File: src/rtl/key_debouncer.sv
// Per-key push-button conditioning: two-flop synchroniser, stability-count debounce,
// clean active-high level with press/release strobes and optional auto-repeat strobes.
module key_debouncer #(
    parameter int N_KEYS          = 2,
    parameter int DEBOUNCE_CYCLES = 500000,
    parameter int REPEAT_DELAY    = 25000000,
    parameter int REPEAT_PERIOD   = 5000000
) (
    input  logic              clk,
    input  logic              reset,
    input  logic [N_KEYS-1:0] key_n,
    output logic [N_KEYS-1:0] pressed,
    output logic [N_KEYS-1:0] press_pulse,
    output logic [N_KEYS-1:0] release_pulse,
    output logic [N_KEYS-1:0] repeat_pulse,
    output logic              any_pressed
);

    localparam int DB_W    = $clog2(DEBOUNCE_CYCLES);
    localparam int RPT_MAX = (REPEAT_DELAY > REPEAT_PERIOD) ? REPEAT_DELAY : REPEAT_PERIOD;
    localparam int RPT_W   = (RPT_MAX > 1) ? $clog2(RPT_MAX) : 1;
    localparam logic [DB_W-1:0] DB_LAST = DB_W'(DEBOUNCE_CYCLES - 1);

    typedef enum logic {
        UP   = 1'b0,
        DOWN = 1'b1
    } state_t;

    logic [N_KEYS-1:0] s1_q;
    logic [N_KEYS-1:0] s2_q;
    logic [N_KEYS-1:0] down_d;
    logic              any_pressed_q;

    // Synchronisers reset to the released (high) level so no false press follows reset.
    always_ff @(posedge clk) begin
        if (reset) begin
            s1_q          <= '1;
            s2_q          <= '1;
            any_pressed_q <= 1'b0;
        end else begin
            s1_q          <= key_n;
            s2_q          <= s1_q;
            any_pressed_q <= |down_d;
        end
    end

    assign any_pressed = any_pressed_q;

    for (genvar g = 0; g < N_KEYS; g++) begin : g_chan
        state_t          state_q;
        state_t          state_d;
        logic [DB_W-1:0] db_cnt_q;
        logic [DB_W-1:0] db_cnt_d;
        logic            press_q;
        logic            press_d;
        logic            release_q;
        logic            release_d;
        logic            raw_pressed;
        logic            flip;

        always_comb begin
            raw_pressed = ~s2_q[g];
            flip        = 1'b0;
            state_d     = state_q;
            db_cnt_d    = db_cnt_q;
            if (raw_pressed == (state_q == DOWN)) begin
                db_cnt_d = '0;
            end else if (db_cnt_q == DB_LAST) begin
                flip     = 1'b1;
                db_cnt_d = '0;
                state_d  = (state_q == DOWN) ? UP : DOWN;
            end else begin
                db_cnt_d = db_cnt_q + 1'b1;
            end
            press_d   = flip && (state_q == UP);
            release_d = flip && (state_q == DOWN);
        end

        always_ff @(posedge clk) begin
            if (reset) begin
                state_q   <= UP;
                db_cnt_q  <= '0;
                press_q   <= 1'b0;
                release_q <= 1'b0;
            end else begin
                state_q   <= state_d;
                db_cnt_q  <= db_cnt_d;
                press_q   <= press_d;
                release_q <= release_d;
            end
        end

        assign down_d[g]        = (state_d == DOWN);
        assign pressed[g]       = (state_q == DOWN);
        assign press_pulse[g]   = press_q;
        assign release_pulse[g] = release_q;

        if (REPEAT_DELAY > 0) begin : g_rpt
            localparam logic [RPT_W-1:0] FIRST_LAST = RPT_W'(REPEAT_DELAY - 1);
            localparam logic [RPT_W-1:0] NEXT_LAST  = RPT_W'(REPEAT_PERIOD - 1);

            logic [RPT_W-1:0] rpt_cnt_q;
            logic [RPT_W-1:0] rpt_cnt_d;
            logic             periodic_q;
            logic             periodic_d;
            logic             repeat_q;
            logic             repeat_d;

            // The counter is held clear outside DOWN and on the leaving edge, so a
            // repeat strobe can never land on the same cycle as press or release.
            always_comb begin
                rpt_cnt_d  = rpt_cnt_q;
                periodic_d = periodic_q;
                repeat_d   = 1'b0;
                if ((state_q != DOWN) || flip) begin
                    rpt_cnt_d  = '0;
                    periodic_d = 1'b0;
                end else if (rpt_cnt_q == (periodic_q ? NEXT_LAST : FIRST_LAST)) begin
                    repeat_d   = 1'b1;
                    rpt_cnt_d  = '0;
                    periodic_d = 1'b1;
                end else begin
                    rpt_cnt_d = rpt_cnt_q + 1'b1;
                end
            end

            always_ff @(posedge clk) begin
                if (reset) begin
                    rpt_cnt_q  <= '0;
                    periodic_q <= 1'b0;
                    repeat_q   <= 1'b0;
                end else begin
                    rpt_cnt_q  <= rpt_cnt_d;
                    periodic_q <= periodic_d;
                    repeat_q   <= repeat_d;
                end
            end

            assign repeat_pulse[g] = repeat_q;
        end else begin : g_no_rpt
            assign repeat_pulse[g] = 1'b0;
        end
    end

endmodule

File: config.mk
export PLATFORM = sky130hd
export DESIGN_NAME = key_debouncer
export DESIGN_NICKNAME = d
export VERILOG_FILES = /design/src/rtl/key_debouncer.sv
export SDC_FILE = /design/constraint.sdc
export NUM_CORES = 1
export LEC_CHECK = 0
export ABC_AREA = 1
export ABC_CLOCK_PERIOD_IN_PS = 4200
export BUFFER_PORTS_ARGS = -buffer_cell sky130_fd_sc_hd__buf_2
export CAP_MARGIN = 25
export CORE_ASPECT_RATIO = 1.1
export CORE_MARGIN = 2
export CORE_UTILIZATION = 45
export CTS_BUF_LIST = sky130_fd_sc_hd__clkbuf_4
export DETAILED_ROUTE_END_ITERATION = 10
export GPL_TIMING_DRIVEN = 1
export SKIP_CTS_REPAIR_TIMING = 1
export SYNTH_ARGS = -nofsm -noshare
export SYNTH_HDL_FRONTEND = slang
export SYNTH_SLANG_ARGS = --single-unit
File: constraint.sdc
create_clock -name clk -period 4.2 [get_ports clk]
set_clock_uncertainty 0.05 [all_clocks]
set_input_delay 1.05 -clock clk [delete_from_list [all_inputs] [get_ports clk]]
set_output_delay 1.05 -clock clk [all_outputs]
set_load 0.01 [all_outputs]
==> flow_summary.yaml, run 1 <==
detailed_routing:
  initialDrtViolationCount: 192
  dr.pass1.iters: 4
  avgViaCountPerCell: 4.70
  wl_per_cell_um: 10.7
  wl_um: 9880
  vias: 4340
  route.detailed.drc: 0
  postRouteAntennaNets: 0
cells_and_area:
  layout_common_cells: "nand2_1, nor2_1, dfxtp_1, inv_1, nand3_1"
  drive_gt1_frac: 0.0788
  final_common_cell: "nand2_1"
  antenna_cells: 0
  fill_cells: 1213
  num-nets-final: 778
  design_area_um2: 5480
  synthToLayoutAreaGrowth_pct: 4.99
yosys:
  synth_cell_types: 29
  synth_area_per_cell_um2: 6.85
  syn-cell-area_um2: 5220
  syn_nets: 770
  ys_seq_area_frac: 0.395
  synthDominantCellAreaShare: 0.395
  synth_area_leader_cell: "dfxtp_1"
  ys_warn_count: 0
  synth-seq-cells: 103
  synth_cells: 762
  ys_top_cells_by_area: "dfxtp_1, nand2_1, nor2_1, inv_1, xor2_1"
timing:
  rsz0062_at_grt: "false"
  fin_crit_ns: 2.12
  maxSlewHeadroom: 0.607
  fmax_ghz: 0.472
  finalSetupViolCount: 0
  period_share: 0.505
  worstMarginPinSlew_ns: 0.586
  slew_violations: 0
  worst_hold_slack_ns: 0.384
  finalSetupTns_ns: 0
  hold_violations: 0
flow_run:
  maxCapViolations: 0
clock_network:
  path_clk_slew_ns: 0.14
  tritoncts: "built"
  clk-insertion-delay-late_ns: 0.46
  cts-buffers-inserted: 9
  clockBufferDepth: 2
  h-tree-depth: 3
  cts.sinks: 103
  clock-root-buffer: "clkbuf_4"
floorplanning:
  die_area_um2: 12500
  fp-row-count: 41
  die_height_um: 117
  io_pins: 13
  die-width_um: 107
  core_area_um2: 11400
  start_util: 0.458
grt:
  grt_pass1_wl_um: 16900
  grt-ovfl-total: 0
  grt_max_degree: 26
  antenna_found_initial: 0
  grt_pass1_vias: 3963
  grt_usage: 0.168
status:
  status: "finished, final reports clean"
pwr:
  p_leak_nw: 1.90
  worst_ir_drop_vdd_v: 0.000166
  power_density_nw_per_um2: 284
worst_setup_path:
  worstPathCellList: "buf_2"
  startpoint_type: "flip-flop"
  cp.buffers_inverters: 1
  cp_slowest_cell: "dfxtp_1"
  regToRegStartpoint: "g_chan[1].db_cnt_q[0]"
  reg2reg_depth: 6
  path_max_fanout: 4
  crit_path_start: "g_chan[1].state_q"
  cpPeakStageDelay_ns: 0.40
  crit_cells: 1
  rr_endpoint: "g_chan[1].g_rpt.rpt_cnt_q[0]"
  crit_family: "flip-flops"
  r2r_slack_ns: 2.26
  required_ns: 3.10
  worstSetupEndpointType: "output pin"
  crit_arrival_ns: 1.02
  criticalPathCategory: "flip-flop to output pin"
place:
  numPortBuffers: 12
  post_dp_cell_area_um2: 5320
  dp_hpwl_um: 7310
  routabilityCongestion: 0.841
worst_hold_path:
  hold_class: "flip-flop to flip-flop"
  hold_start: "s1_q[1]"
  min_path_cells: 1
  min_to: "s2_q[1]"
-- report_power, final --
part | switching [W] | total [W] | leakage (nW) | internal (W)
logic | 0.00000627 | 0.00000966 | 0.989 | 0.00000338
registers | 0.00000154 | 0.000981 | 0.830 | 0.000980
clock network | 0.000313 | 0.000563 | 0.0806 | 0.000250
-- per-layer routing --
metal	part of all wire	GRT usage
met5	0	0
met4	0.019	0.0745
met3	0.021	0.0271
met2	0.46	0.284
met1	0.50	0.212
-- cell usage after synthesis, drive strengths merged --
library cell  count
nand2           195
nor2            181
dfxtp           103
inv              98
nand3            55
xor2             30
xnor2            18
nand4            16
nor3             16
a21oi            14
buf              14
nand3b            5
or2               5
ha                4
o21ai             4
and2              1
clkbuf            1
nor4              1
o21bai            1
-- worst max path at each step --
stage | endpoint | slack [ns]
after floorplan | g_chan[0].db_cnt_q[11] | 2.16
after global placement | g_chan[0].db_cnt_q[14] | 1.99
after detailed placement | g_chan[0].db_cnt_q[14] | 1.95
after CTS | pressed[0] | 2.04
after global routing | pressed[1] | 2.01
final | pressed[1] | 2.08
-- sequential cells by signal, summed over array words and instances (netlist names) --
name and cells:
any_pressed 1, g_chan.press_q 2, g_chan.db_cnt_q 38, g_chan.state_q 2
g_chan.g_rpt.rpt_cnt_q 50, g_chan.release_q 2, s2_q 2, g_chan.g_rpt.periodic_q 2
s1_q 2, g_chan.g_rpt.repeat_q 2
-- kinds of logic after synthesis --
family,after synthesis,synth area share
buf+inv,113,0.0976
fa+ha+maj,4,0.00960
compound gates,19,0.0187
simple gates,475,0.398
flops,103,0.395
xor+xnor,48,0.0806
-- cell type report --
class	count	area, µm²	share of cell area
Timing Repair Buffer	12	60.1	0.0110
Sequential cell	103	2060	0.377
Clock inverter	4	71.3	0.0130
Inverter	98	368	0.0672
Multi-Input combinational cell	546	2650	0.483
Clock buffer	11	82.6	0.0151
Tap cell	150	188	0.0343
-- metrics by stage --
stage / setup WS (ns) / util / std cells / total power, W
3_5_place_dp: 1.95 / 0.467 / 909 / 0.00101
6_report: 2.08 / 0.481 / 924 / 0.00155
4_1_cts: 2.04 / 0.481 / 924 / 0.00158
3_3_place_gp: 1.99 / 0.467 / 909 / 0.00101
5_1_grt: 2.01 / 0.481 / 924 / 0.00162
2_1_floorplan: 2.16 / - / 762 / 0.00101
No activity file was read; power rests on OpenSTA's default activity.
==> inputs of run 2 (changes only) <==
--- a/config.mk
+++ b/config.mk
@@ -6,7 +6,7 @@
 export NUM_CORES = 1
 export LEC_CHECK = 0
 export ABC_AREA = 1
-export ABC_CLOCK_PERIOD_IN_PS = 4200
+export ABC_CLOCK_PERIOD_IN_PS = 2100
 export BUFFER_PORTS_ARGS = -buffer_cell sky130_fd_sc_hd__buf_2
 export CAP_MARGIN = 25
 export CORE_ASPECT_RATIO = 1.1
==> constraint.sdc (replaced) <==
create_clock -name clk -period 2.1 [get_ports clk]
set_clock_uncertainty 0.05 [all_clocks]
set_input_delay 0.525 -clock clk [delete_from_list [all_inputs] [get_ports clk]]
set_output_delay 0.525 -clock clk [all_outputs]
set_load 0.01 [all_outputs]
==> flow_summary.yaml, run 2 (same netlist as run 1, synthesis figures left out) <==
status:
  status: "finished, final reports clean"
grt:
  grt_pass1_wl_um: 17700
  grt-ovfl-total: 0
  grt_usage: 0.175
  grt_max_degree: 26
  grt_pass1_vias: 4123
  antenna_found_initial: 0
timing:
  finalSetupViolCount: 0
  fmax_ghz: 0.541
  maxSlewHeadroom: 0.612
  worst_hold_slack_ns: 0.171
  fin_ws_ns: 0.250
  slew_violations: 0
  rsz0062_at_grt: "false"
  fin_crit_ns: 1.85
  hold_violations: 0
  period_share: 0.881
  finalSetupTns_ns: 0
  worstMarginPinSlew_ns: 0.578
floorplanning:
  die_area_um2: 12500
  start_util: 0.458
  fp-row-count: 41
  die-width_um: 107
  io_pins: 13
  core_area_um2: 11400
  die_height_um: 117
cells_and_area:
  multi_input_area_um2: 2650
  ff_latch_area_um2: 2060
  final_common_cell: "nand2_1"
  num-nets-final: 779
  fill_cells: 1205
  final_cells: 926
  synthToLayoutAreaGrowth_pct: 5.88
  layout_common_cells: "nand2_1, nor2_1, dfxtp_1, inv_1, nand3_1"
  reg_top3: "g_chan.g_rpt.rpt_cnt_q: 50 flops, g_chan.db_cnt_q: 38 flops"
  antenna_cells: 0
  drive_gt1_frac: 0.0825
  largest_reg_flops: 50
  top_register: "g_chan.g_rpt.rpt_cnt_q"
clock_network:
  tritoncts: "built"
  cts.sinks: 103
  path_clk_slew_ns: 0.17
  h-tree-depth: 3
  clockBufferDepth: 2
  cts-buffers-inserted: 9
  clock-root-buffer: "clkbuf_4"
  clk-insertion-delay-late_ns: 0.49
worst_setup_path:
  startpoint_type: "flip-flop"
  path_max_fanout: 25
  worstSetupEndpointType: "flip-flop"
  cpPeakStageDelay_ns: 0.41
  required_ns: 2.41
  crit_family: "simple AND/OR/NAND/NOR gates"
  cp_slowest_cell: "nand3_2"
  worstPathCellList: "ha_1, nand3_1, nor3_2, nand3_1, nand3_2, nor2_1"
  cp.buffers_inverters: 0
  cpMostUsedCell: "nand3_1"
  criticalPathCategory: "flip-flop to flip-flop"
  crit_arrival_ns: 2.17
pwr:
  power_density_nw_per_um2: 598
  pwr-share-clk: 0.400
  pwr-share-seq: 0.594
  p_comb_frac: 0.006
  p_leak_nw: 1.93
  power.internal_w: 0.00258
  switchingPower_w: 0.000720
  p_sw_frac: 0.218
  worst_ir_drop_vdd_v: 0.000440
  power_w: 0.00330
place:
  numPortBuffers: 12
  dp.cells: 910
  dpl_worst_slack_ns: 0.261
  routabilityCongestion: 0.818
  dp_hpwl_um: 7520
detailed_routing:
  initialDrtViolationCount: 212
  dr.pass1.iters: 5
  wl_um: 10100
  wl_per_cell_um: 10.9
  postRouteAntennaNets: 0
  route.detailed.drc: 0
  vias: 4400
  avgViaCountPerCell: 4.75
worst_hold_path:
  hold_class: "input pin to flip-flop"
flow_run:
  maxCapViolations: 0
## run 2: per-stage QoR
step | cell area [µm²] | utilization
floorplan | 5220 | -
global placement | 5330 | 0.468
detailed placement | 5330 | 0.468
CTS | 5520 | 0.485
global route | 5520 | 0.485
finish | 5520 | 0.485
## run 2: cell type report
| class | instances | area share |
|---|---|---|
| multi-input combinational | 546 | 0.479 |
| sequential | 103 | 0.373 |
| inverter | 98 | 0.0666 |
| tap | 150 | 0.0340 |
| clock inverter | 7 | 0.0227 |
| clock buffer | 9 | 0.0122 |
| timing repair buffer | 13 | 0.0122 |
## run 2: path summary, 6_finish.rpt
path | startpoint | to | slack, ns | cells after the start
hold reg to reg | s1_q[0] | s2_q[0] | 0.41 | 1
hold / removal | key_n[0] | s1_q[0] | 0.17 | 2
setup / recovery | g_chan[0].db_cnt_q[0] | g_chan[0].g_rpt.rpt_cnt_q[5] | 0.25 | 6
setup reg to reg | g_chan[0].db_cnt_q[0] | g_chan[0].g_rpt.rpt_cnt_q[5] | 0.25 | 6
## run 2: metal layers
layer | up-vias | share of wire | GRT usage
met1 | 1996 | 0.49 | 0.216
met5 | - | 0 | 0
met2 | 39 | 0.47 | 0.301
li1 | 2351 | - | -
met4 | 0 | 0.021 | 0.0840
met3 | 14 | 0.023 | 0.0277
## run 2: power by group through the flow
stage,clock network (W),logic [W],registers (W)
2_1_floorplan,0,0.0000148,0.00200
3_3_place_gp,0,0.0000192,0.00201
3_5_place_dp,0,0.0000197,0.00201
4_1_cts,0.00137,0.0000197,0.00196
5_1_grt,0.00144,0.0000224,0.00197
6_report,0.00132,0.0000192,0.00196
## run 2: worst reg2reg max path, delay by kind of cell, from the launching register on
kind                       cells  cell delay (ns)
DFF                            1             0.39
and+or+nand+nor                5             1.09
adders and majority gates      1             0.20
